`src/rtl/tag_rr_arbiter.sv`:
```
// Purpose : round-robin merge of NUM_IN untagged valid/ready streams onto one tagged output stream.
// Latency : 1 cycle from input acceptance to out_valid; 1 word/cycle sustained with out_ready high.
// Backpres: out_valid && !out_ready holds the output register and forces every in_ready low.
//
// Ports:
//   clk, rst           rising-edge clock, synchronous active-high reset
//   in_valid/in_ready  per-requester handshake; in_ready is one-hot or zero
//   in_data            requester i payload at [i*DATA_WIDTH +: DATA_WIDTH]
//   cfg_tag            requester i tag at [i*TAG_WIDTH +: TAG_WIDTH]
//   cfg_en             requester enable mask; disabled requesters are never granted
//   out_valid/out_ready/out_data/out_src
//                      registered output stream; out_data = {tag, data}, out_src = granted index
// Optional (LOOM_TAG_ARB_PERF_EN): perf_clear in, perf_count out (16-bit wrapping counter per requester).

module tag_rr_arbiter #(
   parameter int NUM_IN     = 4,
   parameter int DATA_WIDTH = 32,
   parameter int TAG_WIDTH  = 4,
   parameter int IDX_W      = $clog2(NUM_IN)
) (
   input  logic                            clk,
   input  logic                            rst,
   input  logic [NUM_IN-1:0]               in_valid,
   output logic [NUM_IN-1:0]               in_ready,
   input  logic [NUM_IN*DATA_WIDTH-1:0]    in_data,
   input  logic [NUM_IN*TAG_WIDTH-1:0]     cfg_tag,
   input  logic [NUM_IN-1:0]               cfg_en,
   output logic                            out_valid,
   input  logic                            out_ready,
   output logic [TAG_WIDTH+DATA_WIDTH-1:0] out_data,
   output logic [IDX_W-1:0]                out_src
`ifdef LOOM_TAG_ARB_PERF_EN
   ,
   input  logic                            perf_clear,
   output logic [NUM_IN*16-1:0]            perf_count
`endif
);

   localparam logic [IDX_W:0]   NUM_IN_W = (IDX_W+1)'(NUM_IN);
   localparam logic [IDX_W-1:0] LAST_IDX = IDX_W'(NUM_IN - 1);

   logic                            r_out_valid;
   logic [TAG_WIDTH+DATA_WIDTH-1:0] r_out_data;
   logic [IDX_W-1:0]                r_out_src;
   logic [IDX_W-1:0]                r_ptr;

   logic                  w_load;
   logic [NUM_IN-1:0]     w_elig;
   logic [NUM_IN-1:0]     w_rot;
   logic                  w_found;
   logic [IDX_W-1:0]      w_off;
   logic [IDX_W:0]        w_sum;
   logic [IDX_W:0]        w_wrap;
   logic [IDX_W-1:0]      w_gnt;
   logic [IDX_W-1:0]      w_ptr_nxt;
   logic                  w_xfer;
   logic [DATA_WIDTH-1:0] w_sel_data;
   logic [TAG_WIDTH-1:0]  w_sel_tag;

   assign w_load = !r_out_valid || out_ready;
   assign w_elig = in_valid & cfg_en;

   // Rotate the eligible set so bit 0 corresponds to the current priority pointer;
   // the lowest set bit of the rotated vector is then the winner's offset from ptr.
   assign w_rot = (w_elig >> r_ptr) | (w_elig << (NUM_IN - int'(r_ptr)));

   always_comb begin
      w_found = 1'b0;
      w_off   = '0;
      // Descending scan so the lowest offset is the one left standing.
      for (int k = NUM_IN - 1; k >= 0; k--) begin
         if (w_rot[k]) begin
            w_found = 1'b1;
            w_off   = IDX_W'(k);
         end
      end
   end

   // Winner index = (ptr + offset) mod NUM_IN, done with one conditional subtract
   // so non-power-of-two NUM_IN wraps correctly.
   assign w_sum     = {1'b0, r_ptr} + {1'b0, w_off};
   assign w_wrap    = w_sum - NUM_IN_W;
   assign w_gnt     = (w_sum >= NUM_IN_W) ? w_wrap[IDX_W-1:0] : w_sum[IDX_W-1:0];
   assign w_ptr_nxt = (w_gnt == LAST_IDX) ? '0 : w_gnt + 1'b1;

   // A grant is only ever issued to an eligible (hence valid) port, so a
   // granted ready is always a transfer. Reset masks the handshake.
   assign w_xfer   = w_load && w_found && !rst;
   assign in_ready = w_xfer ? (NUM_IN'(1) << w_gnt) : '0;

   always_comb begin
      w_sel_data = '0;
      w_sel_tag  = '0;
      for (int i = 0; i < NUM_IN; i++) begin
         if (w_gnt == IDX_W'(i)) begin
            w_sel_data = in_data[i*DATA_WIDTH +: DATA_WIDTH];
            w_sel_tag  = cfg_tag[i*TAG_WIDTH +: TAG_WIDTH];
         end
      end
   end

   always_ff @(posedge clk) begin
      if (rst) begin
         r_out_valid <= 1'b0;
         r_out_data  <= '0;
         r_out_src   <= '0;
         r_ptr       <= '0;
      end else if (w_xfer) begin
         r_out_valid <= 1'b1;
         r_out_data  <= {w_sel_tag, w_sel_data};
         r_out_src   <= w_gnt;
         r_ptr       <= w_ptr_nxt;
      end else if (w_load) begin
         // Drained (or already empty) with nothing eligible: data/src keep their last value.
         r_out_valid <= 1'b0;
      end
   end

   assign out_valid = r_out_valid;
   assign out_data  = r_out_data;
   assign out_src   = r_out_src;

`ifdef LOOM_TAG_ARB_PERF_EN
   logic [NUM_IN-1:0][15:0] r_perf;

   always_ff @(posedge clk) begin
      if (rst || perf_clear) begin
         r_perf <= '0;
      end else if (w_xfer) begin
         r_perf[w_gnt] <= r_perf[w_gnt] + 16'd1;
      end
   end

   assign perf_count = r_perf;
`endif

endmodule

```
`config.mk`:
```
export PLATFORM = sky130hd
export DESIGN_NAME = tag_rr_arbiter
export DESIGN_NICKNAME = d
export VERILOG_FILES = /design/src/rtl/tag_rr_arbiter.sv
export SDC_FILE = /design/constraint.sdc
export NUM_CORES = 1
export LEC_CHECK = 0
export ABC_AREA = 1
export BUFFER_PORTS_ARGS = -buffer_cell sky130_fd_sc_hd__buf_2
export CORE_MARGIN = 4
export CORE_UTILIZATION = 38
export CTS_CLUSTER_DIAMETER = 60
export DETAILED_ROUTE_END_ITERATION = 12
export GPL_ROUTABILITY_DRIVEN = 0
export HOLD_SLACK_MARGIN = 0.06
export PLACE_DENSITY = 0.76
export RECOVER_POWER = 100
export SYNTH_ARGS = -nofsm -noshare
export SYNTH_HDL_FRONTEND = slang
export SYNTH_SLANG_ARGS = --single-unit
```
`constraint.sdc`:
```
create_clock -name clk -period 2.9 [get_ports clk]
set_input_delay 0.29 -clock clk [delete_from_list [all_inputs] [get_ports clk]]
set_output_delay 0.29 -clock clk [all_outputs]
set_load 0.01 [all_outputs]
```
# == Yosys cells after proc, flatten, opt, wreduce, memory -nomap -nowiden ==
# Index checks and enable logic that the tools add are counted.
# op_classes
shift,3
n_eq_ne,3
n_bitwise,2
muxes,21
reduce_logical,7
add_sub_neg,4
order_cmp,1
# op_table
op,count
32-bit 2-to-1 mux,4
4-bit by 32-bit left shift with 4-bit output,1
4-bit 2-to-1 mux,5
2-bit 2-to-1 mux,6
1-bit 2-to-1 mux,6
4-bit bitwise AND,1
2-bit == test (second input constant),2
4-bit bitwise OR,1
1-bit by 2-bit left shift with 4-bit output (first input constant),1
4-bit by 2-bit right shift with 4-bit output,1
3-bit by 2-bit subtractor with 4-bit output (first input constant),1
2-bit by 2-bit adder with 3-bit output,1
3-bit >= comparator (second input constant),1
2-bit by 1-bit adder with 2-bit output (second input constant),1
2-bit by 1-bit == test with 1-bit output (second input constant),1
1-bit logical AND,2
1-bit logical NOT,2
2-bit logical NOT,1
2-bit nonzero test,1
2-bit by 1-bit subtractor with 2-bit output (second input constant),1
1-bit logical OR,1
# totals
in_bits,155
reg_bits,41
elab_cells,45

# == Longest topological paths before layout ==
# logic_depth
ltp_word,15
ltp_mapped,23

# == Least setup slack after synthesis ==
# Ideal clock, no wire load.
# synth_timing
path_kind,register to register
start,reg r_ptr[0]
end,reg r_out_data[27] (netlist: out_data[27])
path_buffers,3
setup_slack_ns,-0.267
setup_time_ns,0.114
required_ns,2.786
path_stages_with_launch,22
arrival_ns,3.053
cell_sequence,dfxtp_1 > inv_2 > ha_1 > nor2_1 > nand3_1 > nand3_1 > a21oi_1 > nor2_1 > ha_1 > xor2_1 > nand3b_1 > nand2_1 > ha_1 > buf_2 > inv_2 > buf_2 > buf_1 > nand3_1 > o21ai_0 > o21ai_0 > nand2_1 > nand2_1
# synth_via
elab_chain_len,15
# synth_lines
element,line,source
"start, declared",45,logic [IDX_W-1:0] r_ptr;
"start signal, assigned",112,r_ptr <= w_ptr_nxt;
3-bit by 2-bit subtractor with 4-bit output,65,assign w_rot = (w_elig >> r_ptr) | (w_elig << (NUM_IN - int'(r_ptr)));
4-bit by 32-bit left shift with 4-bit output,65,
4-bit bitwise OR,65,
2-bit 2-to-1 mux (4 in series),72,if (w_rot[k]) begin
2-bit by 2-bit adder with 3-bit output *,81,"assign w_sum = {1'b0, r_ptr} + {1'b0, w_off};"
3-bit >= comparator or 2-bit by 1-bit subtractor with 2-bit output (tied branches),"83, 82",
2-bit 2-to-1 mux *,83,assign w_gnt = (w_sum >= NUM_IN_W) ? w_wrap[IDX_W-1:0] : w_sum[IDX_W-1:0];
named net w_gnt[1],54,logic [IDX_W-1:0] w_gnt;
2-bit logical NOT,95,if (w_gnt == IDX_W'(i)) begin
32-bit 2-to-1 mux (3 in series),95,
32-bit 2-to-1 mux *,95,
"end signal, assigned",110,"r_out_data <= {w_sel_tag, w_sel_data};"
"end, declared",43,logic [TAG_WIDTH+DATA_WIDTH-1:0] r_out_data;
# The timed path passes the listed nets; every way through them passes the cells marked *.
# A chain may end at the register's enable or synchronous reset.

# == Worst setup path after layout ==
# layout_timing
start,reg r_ptr[1]
end,out in_ready[2]
# layout_via
elab_chain_len,12
# layout_lines
element,line,source
3-bit by 2-bit subtractor with 4-bit output,65,
4-bit by 32-bit left shift with 4-bit output,65,
4-bit bitwise OR,65,
2-bit 2-to-1 mux (4 in series),72,
2-bit by 2-bit adder with 3-bit output *,81,
3-bit >= comparator or 2-bit by 1-bit subtractor with 2-bit output (tied branches),"83, 82",
2-bit 2-to-1 mux *,83,
named net w_gnt[1],54,
1-bit by 2-bit left shift with 4-bit output *,89,assign in_ready = w_xfer ? (NUM_IN'(1) << w_gnt) : '0;
4-bit 2-to-1 mux *,89,
"end, declared",24,"output logic [NUM_IN-1:0] in_ready,"
# Marked as above.

==> run_results.csv <==
group,metric,value,unit
timing,relSlewSlack,0.562,
timing,layout_setup_ws,-0.102,ns
die,core_area,7410,um2
layout,syn_to_final_growth,56.3,%
worst_setup_path,path_buf_inv,7,
die,row_count,31,
drt,viasPerCell,5.09,
run_status,status,"finished, violations left",
drt,avgRoutedWirePerCell,14.4,um
worst_setup_path,r2r-start,"r_ptr[1]",
layout,layout-drive-gt1-share,0.346,
worst_setup_path,critical_path.max_stage_delay,0.34,ns
layout,regArea,823,um2
timing,rsz0062_at_grt,"true",
min_path,hp-class,"input pin to register",
yosys,yosysWarnings,0,
die,die_h,96.3,um
timing,setup_viol,11,
yosys,yosys.cell_types.count,24,
timing,fin_hold_ws,0.188,ns
yosys,postSynthCellCount,507,
power,combPwrFrac,0.843,
die,io_pins,198,
die,die_w,96.3,um
worst_setup_path,crit_required,2.61,ns
drt,drtIter0Drc,185,
worst_setup_path,worstPathArrival,2.71,ns
timing,fin_crit,3.00,ns
drt,drc,0,
timing,finalCritPeriodShare,1.04,
power,pwr-share-seq,0.112,
power,p_sw_frac,0.493,
yosys,synth_edf_count,0,
worst_setup_path,critPathMaxFanout,4,
clock_tree,cts_tree,"done",
grt,grt_max_degree,39,
worst_setup_path,critPathCaptureType,"primary output",
clock_tree,clock-sinks,41,
worst_setup_path,cp-startpoint,"r_ptr[1]",
yosys,synth_top_area_share,0.277,
drt,dr.pass1.iters,5,
timing,fin_skew,0.00694,ns
timing,setup_tns,-0.357,ns
grt,grt.total_usage,0.233,
placed_design,io_buffer_count,197,
timing,tightest_slew,0.656,ns
power,internal_power,3990,uW
flow_run,cap_viol_max_count,0,
yosys,syn_area,2970,um2
die,dieArea,9280,um2
layout,nets,877,
layout,layout.cells.non_filler,816,
worst_setup_path,path_cells,"inv_2 > ha_4 > inv_2 > nand3_2 > nand3_2 > nand2_2 > inv_2 > a21oi_2 > nor2_1 > ha_2 > xor2_2 > nand3b_1 > nand2_2 > buf_6 > ha_4 > inv_4 > buf_12 > nor2_2 > buf_2",
layout,layout_commonest_cell,"nand2_1",
yosys,syn-num-nets,668,
worst_setup_path,crit_family,"simple AND/OR/NAND/NOR gates",
worst_setup_path,cpMostUsedCell,"inv_2",
die,start_util,0.400,
placed_design,place_inst,783,
drt,vias,4150,
grt,grt_antenna_before_repair,0,
power,pwr-share-clk,0.045,
worst_setup_path,start_kind,"register",
clock_tree,htree_num_levels,2,
yosys,synth-async-reset-ratio,0,
layout,n_antenna_cell,0,
run_status,violations,"negative setup slack",
yosys,syn_avg_cell_area,5.85,um2
clock_tree,clock-root-buffer,"clkbuf_8",
yosys,ys_ff_latch,41,
clock_tree,path_clk_slew,0.08,ns
clock_tree,clock_path_buffers,2,
worst_setup_path,critical_path_class,"register to primary output",
placed_design,dp_slack,-0.0390,ns
grt,first_global_vias,3762,
placed_design,dp_hpwl,7970,um
worst_setup_path,worst_path_max_delay_cell,"dfxtp_2",
timing,fmax,333,MHz
drt,drt-total-wl,11700,um
clock_tree,clkLatencyLatePin,0.28,ns
yosys,seq_area_frac_synth,0.277,
power,p_sw,3890,uW
yosys,ys_top_cells_by_area,"dfxtp_1 (28%), nand2_1 (22%), nand3_1 (16%)",
power,peakVddDrop,0.669,mV
min_path,min_from,"rst",
grt,grt_pass1_wl,17100,um
layout,final_cell_mix,"nand2_1 (168), buf_2 (158), nand3_1 (90)",
clock_tree,cts_buffers,5,
drt,final_antenna_net_count,0,
timing,drv_slew,0,
grt,grt-ovfl-total,0,
timing,hold_viol_final,0,
layout,multi_input_area,2010,um2
yosys,yosysTopAreaCell,"dfxtp_1",
yosys,synthFlopType,"dfxtp_1",
power,leakagePower,0.00238,uW
power,power_density,1700,nW/um2
layout,fillerInstances,728,
## routing by layer
layer	global-route usage	wire (um)	share of wire	up-vias
met5	0	0	0	-
li1	-	-	-	2090
met1	0.273	4470	0.38	1830
met4	0.0829	313	0.027	0
met2	0.419	5860	0.50	206
met3	0.0461	1090	0.093	24
## worst paths after layout
kind	endpoint	slack, ns	depth (start not counted)
worst max-delay path	in_ready[2]	-0.10	19
worst min-delay path	r_ptr[0]	0.19	2
worst max register to register	out_data[6]	-0.05	20
worst min register to register	out_data[13]	0.47	2
## logic make-up (layout without fill, tap and decap cells)
kind of cell             count (synthesis)  count (layout)  synth area share
AO/OA/AOI/OAI                           84              84             0.149
XOR/XNOR                                 1               1           0.00295
adder cells (fa/ha/maj)                  6               6            0.0253
buffers and inverters                   63             273            0.0932
flip-flops                              41              41             0.277
AND/OR/NAND/NOR                        312             312             0.453
## cell type report
cell class | instances | share of cell area
flip-flops and latches | 41 | 0.178
inverters | 25 | 0.0235
repair buffers | 240 | 0.321
well taps | 99 | 0.0267
clock buffers | 8 | 0.0173
multi-input cells | 403 | 0.434
## worst reg2reg max path, cell delays in order (launching register included)
cell      delay, ns
dfxtp_2        0.34
inv_2          0.05
ha_4           0.30
nand2_2        0.05
nand3b_1       0.17
nand3_2        0.11
a21oi_2        0.05
nor2_1         0.11
ha_2           0.20
xor2_2         0.15
nand3b_1       0.15
nand2_2        0.10
buf_6          0.14
ha_4           0.16
inv_4          0.06
buf_12         0.10
buf_4          0.16
o211ai_1       0.13
a21oi_1        0.17
nor2_1         0.06
nor2_1         0.13
## power by group through the flow
stage          registers, uW  clock network, uW  logic, uW
6_report                 879                357       6650
5_1_grt                  903                396       7390
4_1_cts                  874                368       6110
3_5_place_dp             884                  0       4980
3_3_place_gp             879                  0       4870
2_1_floorplan            971                  0       3540
## cells in the mapped netlist (2+ instances only)
cell type	n
nand2_1	170
nand3_1	97
o21ai_0	55
dfxtp_1	41
nor2_1	34
clkbuf_1	22
inv_1	20
a21oi_1	18
o211ai_1	8
buf_4	7
ha_1	6
buf_2	5
inv_2	4
buf_1	3
nand3_2	3
nand4_1	3
o21ai_1	3
nand3b_1	2
## state kept, by name (all words and copies together), names as in the netlist
| register | count |
|---|---|
| out_valid | 1 |
| out_src | 2 |
| r_ptr | 2 |
| out_data | 36 |
## stage by stage
stage,utilization,instance area [um2],power [uW]
floorplan,-,3020,4510
CTS,0.613,4540,7350
global placement,0.557,4130,5750
detailed placement,0.557,4130,5870
finish,0.626,4640,7880
global route,0.626,4640,8690
## what timing repair did
item / 4_1_cts / 5_1_grt
gates resized for setup: 33 / 45
cloned: 3 / 4
hold buffers: 0 / 0
pin swaps: 13 / 27
setup buffers: 16 / 4
setup endpoints to repair: 28 / 41
Note: power is estimated with default switching activity, not from simulation.
